**config.mk**
```make
export PLATFORM = sky130hd
export DESIGN_NAME = lcd_fb_scanout_ctrl
export DESIGN_NICKNAME = d
export VERILOG_FILES = /design/src/rtl/lcd_scanout_pkg.sv /design/src/rtl/lcd_pixel_fifo.sv /design/src/rtl/lcd_fb_scanout_ctrl.sv
export SDC_FILE = /design/constraint.sdc
export NUM_CORES = 2
export LEC_CHECK = 0
export ABC_AREA = 1
export BUFFER_PORTS_ARGS = -buffer_cell sky130_fd_sc_hd__buf_2
export CAP_MARGIN = 30
export CORE_MARGIN = 2
export CORE_UTILIZATION = 55
export CTS_CLUSTER_DIAMETER = 100
export DETAILED_ROUTE_END_ITERATION = 10
export GPL_TIMING_DRIVEN = 1
export PLACE_DENSITY = 0.79
export SLEW_MARGIN = 20
export SYNTH_ARGS = -nofsm -noshare
export SYNTH_HDL_FRONTEND = slang
export SYNTH_HIERARCHICAL = 1
export SYNTH_SLANG_ARGS = --single-unit
```
**constraint.sdc**
```tcl
create_clock -name clock -period 4.4 [get_ports clock]
set_input_delay 0.88 -clock clock [delete_from_list [all_inputs] [get_ports clock]]
set_output_delay 0.88 -clock clock [all_outputs]
set_load 0.02 [all_outputs]
```
**src/rtl/lcd_scanout_pkg.sv**
```systemverilog
// rtl/lcd_scanout_pkg.sv - shared FSM encoding and pixel constants for LCD framebuffer scanout
package lcd_scanout_pkg;

  typedef enum logic [2:0] {
    ST_IDLE  = 3'd0,
    ST_START = 3'd1,
    ST_FETCH = 3'd2,
    ST_DRAIN = 3'd3,
    ST_ABORT = 3'd4
  } scan_state_t;

  localparam int PIXEL_W = 24;
  localparam logic [PIXEL_W-1:0] UNDERFLOW_COLOR = 24'hFF00FF;

endpackage

```
**src/rtl/lcd_pixel_fifo.sv**
```systemverilog
// rtl/lcd_pixel_fifo.sv - synchronous pixel FIFO with flush; head reads as zero when empty
module lcd_pixel_fifo
  import lcd_scanout_pkg::*;
#(
  parameter int DEPTH = 64,
  parameter int CW    = $clog2(DEPTH) + 1
) (
  input  logic               clock,
  input  logic               reset_n,
  input  logic               push,
  input  logic [PIXEL_W-1:0] push_data,
  input  logic               pop,
  input  logic               flush,
  output logic [PIXEL_W-1:0] head,
  output logic [CW-1:0]      count,
  output logic               empty,
  output logic               full
);

  localparam int AW = $clog2(DEPTH);

  logic [PIXEL_W-1:0] mem [DEPTH];
  logic [AW-1:0]      wr_ptr;
  logic [AW-1:0]      rd_ptr;
  logic               wr_en;
  logic               rd_en;

  assign empty = (count == '0);
  assign full  = (count == CW'(DEPTH));
  // A pop on empty is ignored, so a same-cycle push into an empty FIFO is retained.
  assign wr_en = push & ~full;
  assign rd_en = pop & ~empty;
  assign head  = empty ? '0 : mem[rd_ptr];

  always_ff @(posedge clock or negedge reset_n) begin
    if (!reset_n) begin
      wr_ptr <= '0;
      rd_ptr <= '0;
      count  <= '0;
    end else if (flush) begin
      wr_ptr <= '0;
      rd_ptr <= '0;
      count  <= '0;
    end else begin
      if (wr_en) wr_ptr <= wr_ptr + AW'(1);
      if (rd_en) rd_ptr <= rd_ptr + AW'(1);
      case ({wr_en, rd_en})
        2'b10:   count <= count + CW'(1);
        2'b01:   count <= count - CW'(1);
        default: count <= count;
      endcase
    end
  end

  always_ff @(posedge clock) begin
    if (wr_en) mem[wr_ptr] <= push_data;
  end

  // The read credit scheme upstream must never let a beat arrive into a full FIFO.
  always @(posedge clock) begin
    if (reset_n && push && !flush) assert (!full);
  end

endmodule

```
**src/rtl/lcd_fb_scanout_ctrl.sv**
```systemverilog
// rtl/lcd_fb_scanout_ctrl.sv - framebuffer scanout: burst reads, line FIFO, frame-boundary buffer swap
// Optional LCD_SCANOUT_UNDERFLOW_COUNT_EN adds underflow_count and magenta fill on underflow.
module lcd_fb_scanout_ctrl
  import lcd_scanout_pkg::*;
#(
  parameter int WIDTH      = 800,
  parameter int HEIGHT     = 480,
  parameter int BURST_LEN  = 16,
  parameter int FIFO_DEPTH = 64
) (
  input  logic               clock,
  input  logic               reset_n,
  input  logic               next_frame,
  input  logic [31:0]        fb_base,
  input  logic               swap_req,
  output logic               swap_ack,
  output logic [31:0]        rd_address,
  output logic [7:0]         rd_burstcount,
  output logic               rd_read,
  input  logic               rd_waitrequest,
  input  logic [31:0]        rd_readdata,
  input  logic               rd_readdatavalid,
  input  logic               pix_pop,
  output logic [PIXEL_W-1:0] pix_data,
  output logic               underflow
`ifdef LCD_SCANOUT_UNDERFLOW_COUNT_EN
  ,
  output logic [15:0]        underflow_count
`endif
);

  localparam int          CW          = $clog2(FIFO_DEPTH) + 1;
  localparam logic [31:0] TOTAL_W     = 32'(WIDTH * HEIGHT);
  localparam logic [31:0] BURST_W     = 32'(BURST_LEN);
  localparam logic [31:0] BURST_BYTES = 32'(4 * BURST_LEN);

  scan_state_t        state;
  logic [31:0]        front_base;
  logic [31:0]        pending_base;
  logic               pending;
  logic [31:0]        addr;
  logic [31:0]        word_cnt;
  logic [CW-1:0]      outstanding;
  logic [CW-1:0]      fifo_count;
  logic               fifo_empty;
  logic               fifo_full;
  logic [PIXEL_W-1:0] fifo_head;
  logic [31:0]        free_credit;
  logic               accept;
  logic               push;
  logic               flush;
  logic               pop_empty;
  logic [8:0]         unused_bits;

  // Reserve FIFO space for every word already requested, so a burst can never overflow it.
  assign free_credit   = 32'(FIFO_DEPTH) - 32'(fifo_count) - 32'(outstanding);
  assign rd_read       = (state == ST_FETCH) && (free_credit >= BURST_W);
  assign accept        = rd_read & ~rd_waitrequest;
  assign rd_address    = addr;
  assign rd_burstcount = (state == ST_FETCH) ? 8'(BURST_LEN) : 8'd0;
  assign swap_ack      = (state == ST_START) && pending;
  assign push          = rd_readdatavalid && (state != ST_ABORT);
  assign flush         = (state == ST_START);
  assign pop_empty     = pix_pop & fifo_empty;
  assign unused_bits   = {rd_readdata[31:24], fifo_full};

  lcd_pixel_fifo #(
    .DEPTH (FIFO_DEPTH),
    .CW    (CW)
  ) u_fifo (
    .clock     (clock),
    .reset_n   (reset_n),
    .push      (push),
    .push_data (rd_readdata[PIXEL_W-1:0]),
    .pop       (pix_pop),
    .flush     (flush),
    .head      (fifo_head),
    .count     (fifo_count),
    .empty     (fifo_empty),
    .full      (fifo_full)
  );

  always_ff @(posedge clock or negedge reset_n) begin
    if (!reset_n) begin
      outstanding <= '0;
    end else begin
      outstanding <= outstanding
                   + (accept ? CW'(BURST_LEN) : CW'(0))
                   - (rd_readdatavalid ? CW'(1) : CW'(0));
    end
  end

  always_ff @(posedge clock or negedge reset_n) begin
    if (!reset_n) begin
      state        <= ST_IDLE;
      front_base   <= '0;
      pending_base <= '0;
      pending      <= 1'b0;
      addr         <= '0;
      word_cnt     <= '0;
      underflow    <= 1'b0;
    end else begin
      if (pop_empty) underflow <= 1'b1;
      if (swap_req) begin
        pending_base <= fb_base;
        pending      <= 1'b1;
      end
      case (state)
        ST_IDLE: begin
          if (next_frame) state <= ST_START;
        end
        ST_START: begin
          // A request arriving in this same cycle stays pending for the following frame.
          if (pending) begin
            front_base <= pending_base;
            addr       <= pending_base;
            if (!swap_req) pending <= 1'b0;
          end else begin
            addr <= front_base;
          end
          word_cnt  <= '0;
          underflow <= 1'b0;
          state     <= ST_FETCH;
        end
        ST_FETCH: begin
          if (accept) begin
            addr     <= addr + BURST_BYTES;
            word_cnt <= word_cnt + BURST_W;
          end
          if (next_frame) state <= ST_ABORT;
          else if (accept && (word_cnt + BURST_W == TOTAL_W)) state <= ST_DRAIN;
        end
        ST_DRAIN: begin
          if (next_frame) state <= ST_ABORT;
          else if (outstanding == '0) state <= ST_IDLE;
        end
        ST_ABORT: begin
          if (outstanding == '0) state <= ST_START;
        end
        default: state <= ST_IDLE;
      endcase
    end
  end

`ifdef LCD_SCANOUT_UNDERFLOW_COUNT_EN
  always_ff @(posedge clock or negedge reset_n) begin
    if (!reset_n) begin
      underflow_count <= '0;
    end else if (state == ST_START) begin
      underflow_count <= '0;
    end else if (pop_empty && (underflow_count != 16'hFFFF)) begin
      underflow_count <= underflow_count + 16'd1;
    end
  end

  assign pix_data = pop_empty ? UNDERFLOW_COLOR : fifo_head;
`else
  assign pix_data = fifo_head;
`endif

endmodule

```
==> qor.yml <==
outcome:
  status: "finished with violations"
  violations: "setup timing"
global_route:
  grt.total_usage: 0.282
  grt_pass1_wl_um: 276000
  antenna_found_initial: 6
  grt_max_degree: 129
  grt_pass1_vias: 46100
  grt-ovfl-total: 0
final_layout:
  areaGrowthSynthToFinish_pct: 12.5
  finalNetCount: 5625
  drive_gt1_frac: 0.130
cts:
  clkSlewWorstSetupHoldPaths_ns: 0.06
  numCtsBuffers: 166
  root_buffer: "clkbuf_16"
  ctsHoldBuffers: 0
  clkLatencyLatePin_ns: 0.80
  tritoncts: "built"
  cts.sinks: 1691
  clk_path_buf_depth: 3
  cts_max_level: 4
timing:
  drv_slew: 0
  finClkSkew_ns: 0.0814
  relSlewSlack: 0.393
  finalCritPeriodShare: 1.01
  finalSetupViolations: 2
  hold_viol: 0
  rsz0062_at_grt: "true"
  layout_setup_ws_ns: -0.0319
  tightest_slew_ns: 0.909
  final.min_clock_period_ns: 4.43
  fmax_ghz: 0.226
  tns_ns: -0.0437
routing:
  drc: 0
  avgRoutedWirePerCell_um: 25.7
  ant_nets: 0
  routed_wl_um: 188000
  vias_per_cell: 6.54
  vias: 47800
  firstDrtPassIters: 6
  drt_iter0_markers: 7444
synthesis:
  syn_area_per_cell_um2: 12.7
  yosys_warnings: 6
  syn_inst: 5434
  syn_area_um2: 69200
worst_setup_path:
  cp_max_fo: 27
  r2r_end: "word_cnt[10]"
  cp_cell_sequence: "buf_6 -> clkinv_16 -> buf_12 -> o21ai_0 -> o221ai_1 -> nand3_1 -> nand3_2 -> nand3_1 -> a21oi_2 -> buf_2"
  critPathRequiredTime_ns: 3.52
  cp_slowest_stage_delay_ns: 0.53
  slowest_stage: "dfrtp_4"
  r2r_start: "u_fifo/count[0]"
  crit_cells: 10
  path_buf_inv: 4
  r2r_cells: 19
  reg2reg_slack_ns: 1.07
  setup.worst_path.class: "register to output pin"
  cpMostUsedCell: "nand3_1"
  crit_start: "u_fifo/rd_ptr[0]"
  startpoint_type: "register"
  endpoint_kind: "output pin"
  cp_top_family: "buffers and inverters"
  arrival_ns: 3.55
  worstSetupEndpoint: "pix_data[9]"
floorplan:
  die_y_um: 359
  initial_core_util: 0.553
  core-area_um2: 125000
  fp-row-count: 130
  boundaryPins: 138
  dieArea_um2: 129000
  die_w_um: 359
placement:
  io_buffers: 122
  hpwl_um: 102000
  routabilityCongestion: 0.874
run:
  maxCapViolations: 0
pwr:
  power.leakage_nw: 26.1
  power_density_nw_per_um2: 637
  p_total_w: 0.0496
  ir_drop_mv: 0.925
min_path:
  min_path_type: "input pin to asynchronous set/reset pin"
==> registers in the layout (all words and copies together), names as in the netlist <==
signal and flops:
word_cnt 28, u_fifo/mem 1536, state 3, pending_base 32, rd_address 32, u_fifo/rd_ptr 6
u_fifo/wr_ptr 6, outstanding 7, u_fifo/count 7, front_base 32, underflow 1, pending 1
==> worst reg2reg max path, cell delays in order, from the launching register on <==
cell and delay [ns]:
dfrtp_1 0.47, inv_1 0.14, nand3_1 0.12, nor2_1 0.17
xor2_1 0.16, inv_1 0.06, ha_1 0.32, a21o_1 0.18
nor2_1 0.09, nand2_1 0.06, nand2_1 0.06, nor2_1 0.04
nand3_1 0.08, nand2_1 0.08, inv_2 0.07, nand2_2 0.07
nand2_4 0.44, buf_4 0.40, nand4_1 0.12, o21ai_0 0.11
==> repair_timing <==
item	4_1_cts	5_1_grt
setup endpoints to repair	24	24
pin swaps	1	2
buffers inserted	5	2
gates resized for setup	39	34
gates cloned	5	6
endpoints found under the hold margin	0	0
==> power breakdown <==
group	total, W	internal [W]	switching (W)
clock	0.0136	0.00759	0.00598
sequential	0.0188	0.0183	0.000527
combinational	0.0173	0.00513	0.0122
total	0.0496	0.0310	0.0187
==> area by class of cell <==
class,count,area [um^2]
clock inverter,93,818
tap,1650,2060
sequential,1691,50000
clock buffer,201,4350
fill,8826,47400
inverter,162,671
timing repair inverter,4,50.0
multi-input combinational,3205,17100
antenna,4,10.0
timing repair buffer,299,2790
==> how the worst min path moves through the flow <==
| stage | endpoint | slack, ns |
|---|---|---|
| after floorplan | pending_base[30] | 0.48 |
| after CTS | state[2] | 0.18 |
| after global placement | rd_address[3] | 0.45 |
| after global routing | rd_address[29] | 0.24 |
| after detailed placement | rd_address[2] | 0.47 |
| final | rd_address[29] | 0.17 |
==> per-stage QoR <==
stage                     cells  hold WS, ns  worst slack (ns)  utilization  cell area, um^2
after floorplan            5440        0.481             0.974            -            69300
after global placement     6985        0.450             0.607        0.574            71900
after detailed placement   6991        0.470             0.505        0.575            72000
after CTS                  7295        0.185           -0.0415        0.619            77500
after global routing       7306        0.236           -0.0543        0.622            77900
final                      7309        0.167           -0.0319        0.622            77900
==> cell usage in the layout, fill, tap and decap left out, types with 6 or more instances in the layout <==
master / n
clkbuf_1: 31
nand2_1: 305
dfrtp_1: 150
buf_12: 31
nor3_1: 14
nand3_2: 22
nand2_2: 13
clkinv_2: 36
buf_6: 7
conb_1: 7
buf_16: 14
o21ai_0: 828
xor2_1: 28
ha_1: 23
o211ai_1: 30
a21oi_1: 25
clkinv_1: 34
nand4_1: 27
o221ai_1: 360
a21oi_4: 7
nand3_1: 384
nor2_1: 879
inv_1: 150
nor2_2: 71
xnor2_1: 6
clkbuf_16: 171
mux2_2: 32
buf_4: 116
edfxtp_1: 1536
nor2_4: 8
buf_2: 121
bufinv_16: 9
a21oi_2: 12
o21ai_1: 78
==> routing by layer <==
metal	GRT usage	vias to the layer above	part of all wire
met5	0	-	0.00018
met4	0.138	6	0.045
met3	0.0612	528	0.13
met2	0.447	3527	0.47
met1	0.372	23300	0.36
li1	-	20400	-
Power figures use the tool's default switching activity.
